--- src/rtl/layer_compositor.sv ---
// N-channel priority pixel compositor with per-frame blade collision capture.
// Two-stage pipeline; hit results handed to game logic via valid/ack.
`timescale 1ns/1ps
module layer_compositor #(
    parameter int unsigned           CHANNELS    = 4,
    parameter int unsigned           COLOR_W     = 12,
    parameter logic [COLOR_W-1:0]    TRANSPARENT = '0
) (
    input  logic                          clk,
    input  logic                          rstn,
    input  logic                          pix_valid,
    input  logic                          frame_end,
    input  logic [CHANNELS-1:0]           layer_en,
    input  logic [CHANNELS*COLOR_W-1:0]   layer_data,
    input  logic                          bg_en,
    input  logic [COLOR_W-1:0]            bg_data,
    output logic [COLOR_W-1:0]            pix_out,
    output logic                          pix_out_valid,
    output logic [CHANNELS-1:0]           hit_mask,
    output logic                          hit_valid,
    input  logic                          hit_ack,
    output logic                          hit_overrun
);

    // Stage 1 registers
    logic [CHANNELS-1:0]          op_q, op_d;
    logic [CHANNELS*COLOR_W-1:0]  data_q, data_d;
    logic                         bg_op_q, bg_op_d;
    logic [COLOR_W-1:0]           bg_data_q, bg_data_d;
    logic                         v1_q, v1_d;
    logic                         fe1_q, fe1_d;

    // Stage 2 / result registers
    logic [COLOR_W-1:0]           pix_out_q, pix_out_d;
    logic                         pix_out_valid_q, pix_out_valid_d;
    logic [CHANNELS-1:1]          acc_q, acc_d;
    logic [CHANNELS-1:0]          hit_mask_q, hit_mask_d;
    logic                         hit_valid_q, hit_valid_d;
    logic                         hit_overrun_q, hit_overrun_d;

    logic [CHANNELS-1:0]          onehot;
    logic [COLOR_W-1:0]           sel;
    logic [CHANNELS-1:1]          coll;
    logic [CHANNELS-1:1]          frame_hits;
    logic                         latch;
    logic                         ack_ok;

    always_comb begin
        op_d = '0;
        for (int unsigned i = 0; i < CHANNELS; i++) begin
            op_d[i] = layer_en[i] && (layer_data[i*COLOR_W +: COLOR_W] != TRANSPARENT);
        end
        data_d    = layer_data;
        bg_op_d   = bg_en && (bg_data != TRANSPARENT);
        bg_data_d = bg_data;
        v1_d      = pix_valid;
        fe1_d     = frame_end & pix_valid;
    end

    // Isolate the lowest set opaque bit, then AND-OR select: flat encoder, no mux chain.
    always_comb begin
        onehot = op_q & ((~op_q) + CHANNELS'(1));
        sel    = '0;
        for (int unsigned i = 0; i < CHANNELS; i++) begin
            sel = sel | ({COLOR_W{onehot[i]}} & data_q[i*COLOR_W +: COLOR_W]);
        end
    end

    always_comb begin
        pix_out_d = TRANSPARENT;
        if (v1_q) begin
            if (|op_q) begin
                pix_out_d = sel;
            end else if (bg_op_q) begin
                pix_out_d = bg_data_q;
            end
        end
        pix_out_valid_d = v1_q;
    end

    always_comb begin
        coll = '0;
        for (int unsigned i = 1; i < CHANNELS; i++) begin
            coll[i] = v1_q & op_q[0] & op_q[i];
        end
        frame_hits = acc_q | coll;
        latch      = v1_q & fe1_q;
        ack_ok     = hit_ack & hit_valid_q;

        acc_d      = latch ? '0 : frame_hits;
        hit_mask_d = hit_mask_q;
        if (latch) begin
            hit_mask_d = {frame_hits, |frame_hits};
        end

        // A latch always wins over a same-cycle ack; overrun only when no ack came with it.
        hit_valid_d   = latch | (hit_valid_q & ~hit_ack);
        hit_overrun_d = hit_overrun_q;
        if (latch && hit_valid_q && !hit_ack) begin
            hit_overrun_d = 1'b1;
        end else if (ack_ok) begin
            hit_overrun_d = 1'b0;
        end
    end

    always_ff @(posedge clk) begin
        if (!rstn) begin
            op_q            <= '0;
            data_q          <= '0;
            bg_op_q         <= 1'b0;
            bg_data_q       <= '0;
            v1_q            <= 1'b0;
            fe1_q           <= 1'b0;
            pix_out_q       <= TRANSPARENT;
            pix_out_valid_q <= 1'b0;
            acc_q           <= '0;
            hit_mask_q      <= '0;
            hit_valid_q     <= 1'b0;
            hit_overrun_q   <= 1'b0;
        end else begin
            op_q            <= op_d;
            data_q          <= data_d;
            bg_op_q         <= bg_op_d;
            bg_data_q       <= bg_data_d;
            v1_q            <= v1_d;
            fe1_q           <= fe1_d;
            pix_out_q       <= pix_out_d;
            pix_out_valid_q <= pix_out_valid_d;
            acc_q           <= acc_d;
            hit_mask_q      <= hit_mask_d;
            hit_valid_q     <= hit_valid_d;
            hit_overrun_q   <= hit_overrun_d;
        end
    end

    assign pix_out       = pix_out_q;
    assign pix_out_valid = pix_out_valid_q;
    assign hit_mask      = hit_mask_q;
    assign hit_valid     = hit_valid_q;
    assign hit_overrun   = hit_overrun_q;

endmodule

--- config.mk ---
export PLATFORM = sky130hd
export DESIGN_NAME = layer_compositor
export DESIGN_NICKNAME = d
export VERILOG_FILES = /design/src/rtl/layer_compositor.sv
export SDC_FILE = /design/constraint.sdc
export NUM_CORES = 1
export LEC_CHECK = 0
export ABC_AREA = 1
export BUFFER_PORTS_ARGS = -buffer_cell sky130_fd_sc_hd__clkbuf_2
export CAP_MARGIN = 25
export CORE_MARGIN = 5
export CORE_UTILIZATION = 40
export CTS_BUF_LIST = sky130_fd_sc_hd__clkbuf_4 sky130_fd_sc_hd__clkbuf_8 sky130_fd_sc_hd__clkbuf_16
export CTS_CLUSTER_DIAMETER = 120
export DETAILED_ROUTE_END_ITERATION = 10
export PLACE_DENSITY_LB_ADDON = 0.2
export SLEW_MARGIN = 20
export SYNTH_ARGS = -nofsm -noshare
export SYNTH_HDL_FRONTEND = slang
export SYNTH_SLANG_ARGS = --single-unit
export TNS_END_PERCENT = 5
--- constraint.sdc ---
create_clock -name clk -period 1.1 [get_ports clk]
set_input_delay 0.055 -clock clk [delete_from_list [all_inputs] [get_ports clk]]
set_output_delay 0.055 -clock clk [all_outputs]
set_load 0.01 [all_outputs]
Word level (Yosys, flattened, before mapping)
Index checks and enable logic that the tools add are counted.
{ "op_classes": {"add_sub_neg": 1, "n_reduce_logical": 18, "bitwise_logic": 21, "muxes": 4} }
{ "ops": {"columns": ["cell", "n"], "rows": [
  ["12-bit nonzero test", 5],
  ["12-bit AND", 4],
  ["12-bit bitwise OR", 3],
  ["12-bit two-way mux", 2],
  ["1-bit AND", 8],
  ["1-bit logical AND", 7],
  ["4-bit by 1-bit adder with 4-bit output (second input constant)", 1],
  ["4-bit AND", 1],
  ["4-bit NOT", 1],
  ["4-bit OR reduction", 1],
  ["3-bit bitwise OR", 1],
  ["3-bit OR reduction", 1],
  ["1-bit two-way mux", 2],
  ["1-bit NOT", 2],
  ["2-bit AND reduction", 1],
  ["2-bit nonzero test", 1],
  ["2-bit OR reduction", 1],
  ["1-bit logical NOT", 1],
  ["1-bit bitwise OR", 1]
]} }
{ "totals": {"elab_cells": 56, "input_bits": 70, "register_bits": 89} }

Logic depth before layout (Yosys ltp)
{ "logic_depth": {"ltp_word": 8, "depth_mapped": 8, "mapped_depth_nobuf": 7} }

Worst setup path after synthesis
No wires, ideal clock.
{ "synth_timing": {"path_kind": "reg-to-reg", "startpoint": "register op_q[0]", "endpoint": "register pix_out_q[10], in the netlist pix_out[10]", "n_path_buf": 1, "synth_period_minus_slack_ps": 1095, "arrival_time_ps": 986, "path_stages_with_launch": 9, "required_ps": 991, "slack_ps": 5, "path_cell_list": "dfxtp_1 -> inv_2 -> buf_2 -> nand3_1 -> nand2_1 -> nor2_1 -> nand3_1 -> nand2_1 -> inv_1"} }
{ "synth_via": {"elab_chain_len": 8} }
{ "synth_lines": {"columns": ["item", "line_no", "source"], "rows": [
  ["start: declaration", "26", "logic [CHANNELS-1:0] op_q, op_d;"],
  ["start signal: assignment", "121", "op_q <= op_d;"],
  ["4-bit NOT", "62", "onehot = op_q & ((~op_q) + CHANNELS'(1));"],
  ["4-bit by 1-bit adder with 4-bit output", "62", null],
  ["4-bit AND", "62", null],
  ["12-bit AND", "65", "sel = sel | ({COLOR_W{onehot[i]}} & data_q[i*COLOR_W +: COLOR_W]);"],
  ["12-bit bitwise OR (3 in series)", "65", null],
  ["12-bit two-way mux (*)", "72", "if (|op_q) begin"],
  ["end signal: assignment", "127", "pix_out_q <= pix_out_d;"],
  ["end: declaration", "34", "logic [COLOR_W-1:0] pix_out_q, pix_out_d;"]
]} }
Mark *: on every way between the ends. The rest lies on a longest branch, timed or not.
A chain may end at the register's enable or synchronous reset.

Final worst setup path
{ "layout_timing": {"startpoint": "register op_q[0]", "endpoint": "register pix_out_q[2], in the netlist pix_out[2]"} }
The elaborated chain is that of the path after synthesis.

==> reports/qor.txt <==
Core Rows: 33
CP required: 1.41 ns
Static Leak: 0.00287 uW
Share of the synthesized area in the top cell type: 53.6%
Number of DRC violations after detailed routing: 0
Max-cap violation count: 0
Clock skew after layout: 0.0120 ns
Switch share: 23.2%
Number of detailed-route iterations in the first pass: 4
CP startpoint kind: register
Number of enable flip-flop cells after synthesis: 0
Aggregate global-route resource usage: 19.2%
Max Clock Freq: 829 MHz
Met1 Wirelength: 3760 um
Tmin final: 1.21 ns
Number of standard cells after synthesis: 462
Cell accounting for the most synthesized area: sky130_fd_sc_hd__dfxtp_1
Transition time of the tightest slew-check pin: 0.318 ns
Net switching power figure: 1600 uW
Top routing layer used: met4
Status: finished, violations left
DR vias: 3,278
CTS tree: done
Antenna diodes: 0
Unrepaired setup endpoints after global routing: true
Count of antenna-violating nets left after detailed routing: 0
Beginning of the worst register-to-register path: op_q[0]$_SDFF_PN0_
Via count of the first global-routing pass: 3,233
TritonCTS Buffers: 9
Final WL: 9230 um
Initial antenna violation count: 0
Final Power: 6890 uW
Gpl congestion: 0.772
Count of boundary I/O pins: 89
Worst hold path startpoint: rstn
Critical Path Slowest Stage Cell: sky130_fd_sc_hd__dfxtp_2
Clock latency on the worst-skew pair: 0.36 ns
Ordered cell list for the critical path: buf_4 -> nor2_4 -> nand2_4 -> buf_12 -> nor2_1 -> nor2_1 -> nand3_1 -> nand2_1 -> inv_1
Number of clock sinks seen by CTS: 89
Die Width: 101 um
Longest individual stage delay on the worst path: 0.33 ns
Net count of the mapped netlist: 532
Violations in the final reports: negative setup slack
End of the worst register-to-register path: pix_out[2]$_SDFF_PN0_
Relative slew slack: 78.8%
Min-Delay Path Depth: 3
Reg2Reg Depth: 9
Type of the worst setup path: reg2reg
Power density of the placed cells: 1340 nW/um2
Cell Area, Synth: 3320 um2
Endpoint with the worst hold slack: data_q[36]$_SDFF_PN0_
P_int: 5290 uW
Worst IR Drop VDD: 0.901 mV
Synthesis Warnings: 0
Top cells by area, synth: sky130_fd_sc_hd__dfxtp_1 54%, sky130_fd_sc_hd__nand2_1 14%, sky130_fd_sc_hd__inv_1 11%
First DRT Iteration DRCs: 164
Clock transition at the registers of the reported paths: 0.08 ns
Seq/Total Area, Yosys: 53.6%
Top FF cell, synth: sky130_fd_sc_hd__dfxtp_1
Die height: 101 um
Most repeated cell in the gate-level netlist after synthesis: sky130_fd_sc_hd__nand2_1
Final setup violating endpoints: 12
Die Footprint: 10,200 um2
Met2 Routed Length: 4830 um
Number of pins exceeding their max-slew limit in the final report: 0
Wire length of the first global-routing pass: 15,000 um
Non-Filler Instances: 742
Reg2Reg Setup Slack: -0.11 ns
Total gr overflow: 0
Count of cell types in the netlist: 17
Vias per cell: 4.42
Filler Cell Count: 694
Clk Tree Root Cell: sky130_fd_sc_hd__clkbuf_8
Type of element capturing the critical path: register
Port Buffers: 88
Detailed Place HPWL: 6070 um
Placed Cells: 652
Clock group share of total power: 37.5%
Number of H-tree levels: 3
Post-synthesis area per instance: 7.19 um2
Pin count of the biggest net entering global routing: 31
Share of cells above drive strength 1: 24.6%
Starting Density: 40.8%
Final hold viol count: 0
Slack of the critical path: -0.106 ns
Syn-to-layout area delta: 54.5%
Most frequent cells after synthesis: 124 x sky130_fd_sc_hd__nand2_1, 101 x sky130_fd_sc_hd__inv_1, 89 x sky130_fd_sc_hd__dfxtp_1
Metal3 WL: 485 um
Most numerous cell on the critical path: sky130_fd_sc_hd__nor2_1
Data arrival time of the worst path: 1.52 ns
Total number of nets in the final design: 702
Fraction of the cycle the final worst path needs: 110%
Proportion of power drawn by flip-flops and latches: 49.6%
Hold/Removal Path Class: in2reg
Post-DR wirelength/cell: 12.4 um
CP Max Fanout: 6
Async SR Flop Fraction: 0%
Post-synthesis register bit count: 89
CTS Buffer Depth: 2
Area inside the core boundary: 8130 um2
Combinational Power Share: 12.9%
[worst max-delay path by stage]
stage	start	to	slack [ns]	cells after the start
global placement	op_q[1]$_SDFF_PN0_	pix_out[3]$_SDFF_PN0_	-0.34	7
detailed placement	op_q[1]$_SDFF_PN0_	pix_out[2]$_SDFF_PN0_	-0.38	7
finish	op_q[0]$_SDFF_PN0_	pix_out[2]$_SDFF_PN0_	-0.11	9
floorplan	op_q[0]$_SDFF_PN0_	pix_out[10]$_SDFF_PN0_	0.005	8
global route	op_q[0]$_SDFF_PN0_	pix_out[8]$_SDFF_PN0_	-0.20	9
CTS	op_q[1]$_SDFF_PN0_	pix_out[0]$_SDFF_PN0_	-0.08	9
[layer usage]
| layer | track usage [%] | vias to the layer above |
|---|---|---|
| met5 | 0 | - |
| met4 | 6.03 | 0 |
| met3 | 5.72 | 14 |
| met2 | 34.3 | 79 |
| met1 | 21.9 | 1481 |
| li1 | - | 1704 |
[through the flow]
step / worst slack, ns / area, um2 / setup TNS [ns] / hold WS [ns] / utilization (%)
2_1_floorplan: 0.00493 / 3320 / 0 / 0.148 / -
3_3_place_gp: -0.337 / 3990 / -3.86 / 0.253 / 49.0
4_1_cts: -0.0754 / 5080 / -0.608 / 0.0686 / 62.5
3_5_place_dp: -0.382 / 3990 / -4.30 / 0.257 / 49.0
5_1_grt: -0.205 / 5130 / -2.00 / 0.104 / 63.1
6_report: -0.106 / 5130 / -0.867 / 0.0859 / 63.1
[cell usage in the layout, fill, tap and decap left out, drive strengths merged]
cell	n
nand3	39
nand4	12
o211a	1
nor4	5
dfxtp	89
dlymetal6s4s	1
bufinv	2
nor2	58
buf	20
a21oi	6
clkinv	2
clkbuf	100
nand2	124
or2	1
inv	102
dlygate4sd3	68
o21ai	7
[logic make-up after synthesis]
logic type             after synthesis  share of synthesized area, %
AND/OR/NAND/NOR                    239                          30.1
buffers and inverters              120                          14.0
flip-flops                          89                          53.6
AO/OA/AOI/OAI                       14                          2.26
[state kept, by name, indices dropped and copies added, names as in the netlist]
register / count
pix_out_valid: 1
hit_overrun: 1
op_q: 4
bg_op_q: 1
pix_out_valid_d: 1
data_q: 48
fe1_q: 1
hit_valid: 1
bg_data_q: 12
acc_q: 3
pix_out: 12
hit_mask: 4
[area by class of cell]
type                       instances  area, um2  share of cell area (%)
timing repair buffer             177       1400                    27.3
clock buffer                      12        165                    3.22
inverter                         102        383                    7.46
sequential                        89       1790                    34.9
tap                              105        131                    2.56
clock inverter                     4       73.8                    1.44
multi-input combinational        253       1190                    23.1
[critical path, delay by kind of cell (launching register included)]
kind,cells,cell delay [ns]
AND/OR/NAND/NOR,6,0.50
buffers and inverters,3,0.33
flip-flops,1,0.33
[what timing repair did]
action	4_1_cts	5_1_grt
pin swaps	10	4
setup buffers	4	0
hold endpoints to repair	69	0
hold buffers	69	0
setup endpoints to repair	16	19
gates cloned	1	0
resized for setup	38	15
[power groups by stage]
stage	clock network, uW	logic (uW)	registers, uW
after floorplan	0	296	3480
after global placement	0	598	3490
after detailed placement	0	605	3490
after CTS	2630	869	3420
after global routing	2780	981	3430
final	2580	891	3410
(Power assumes the default switching activity.)
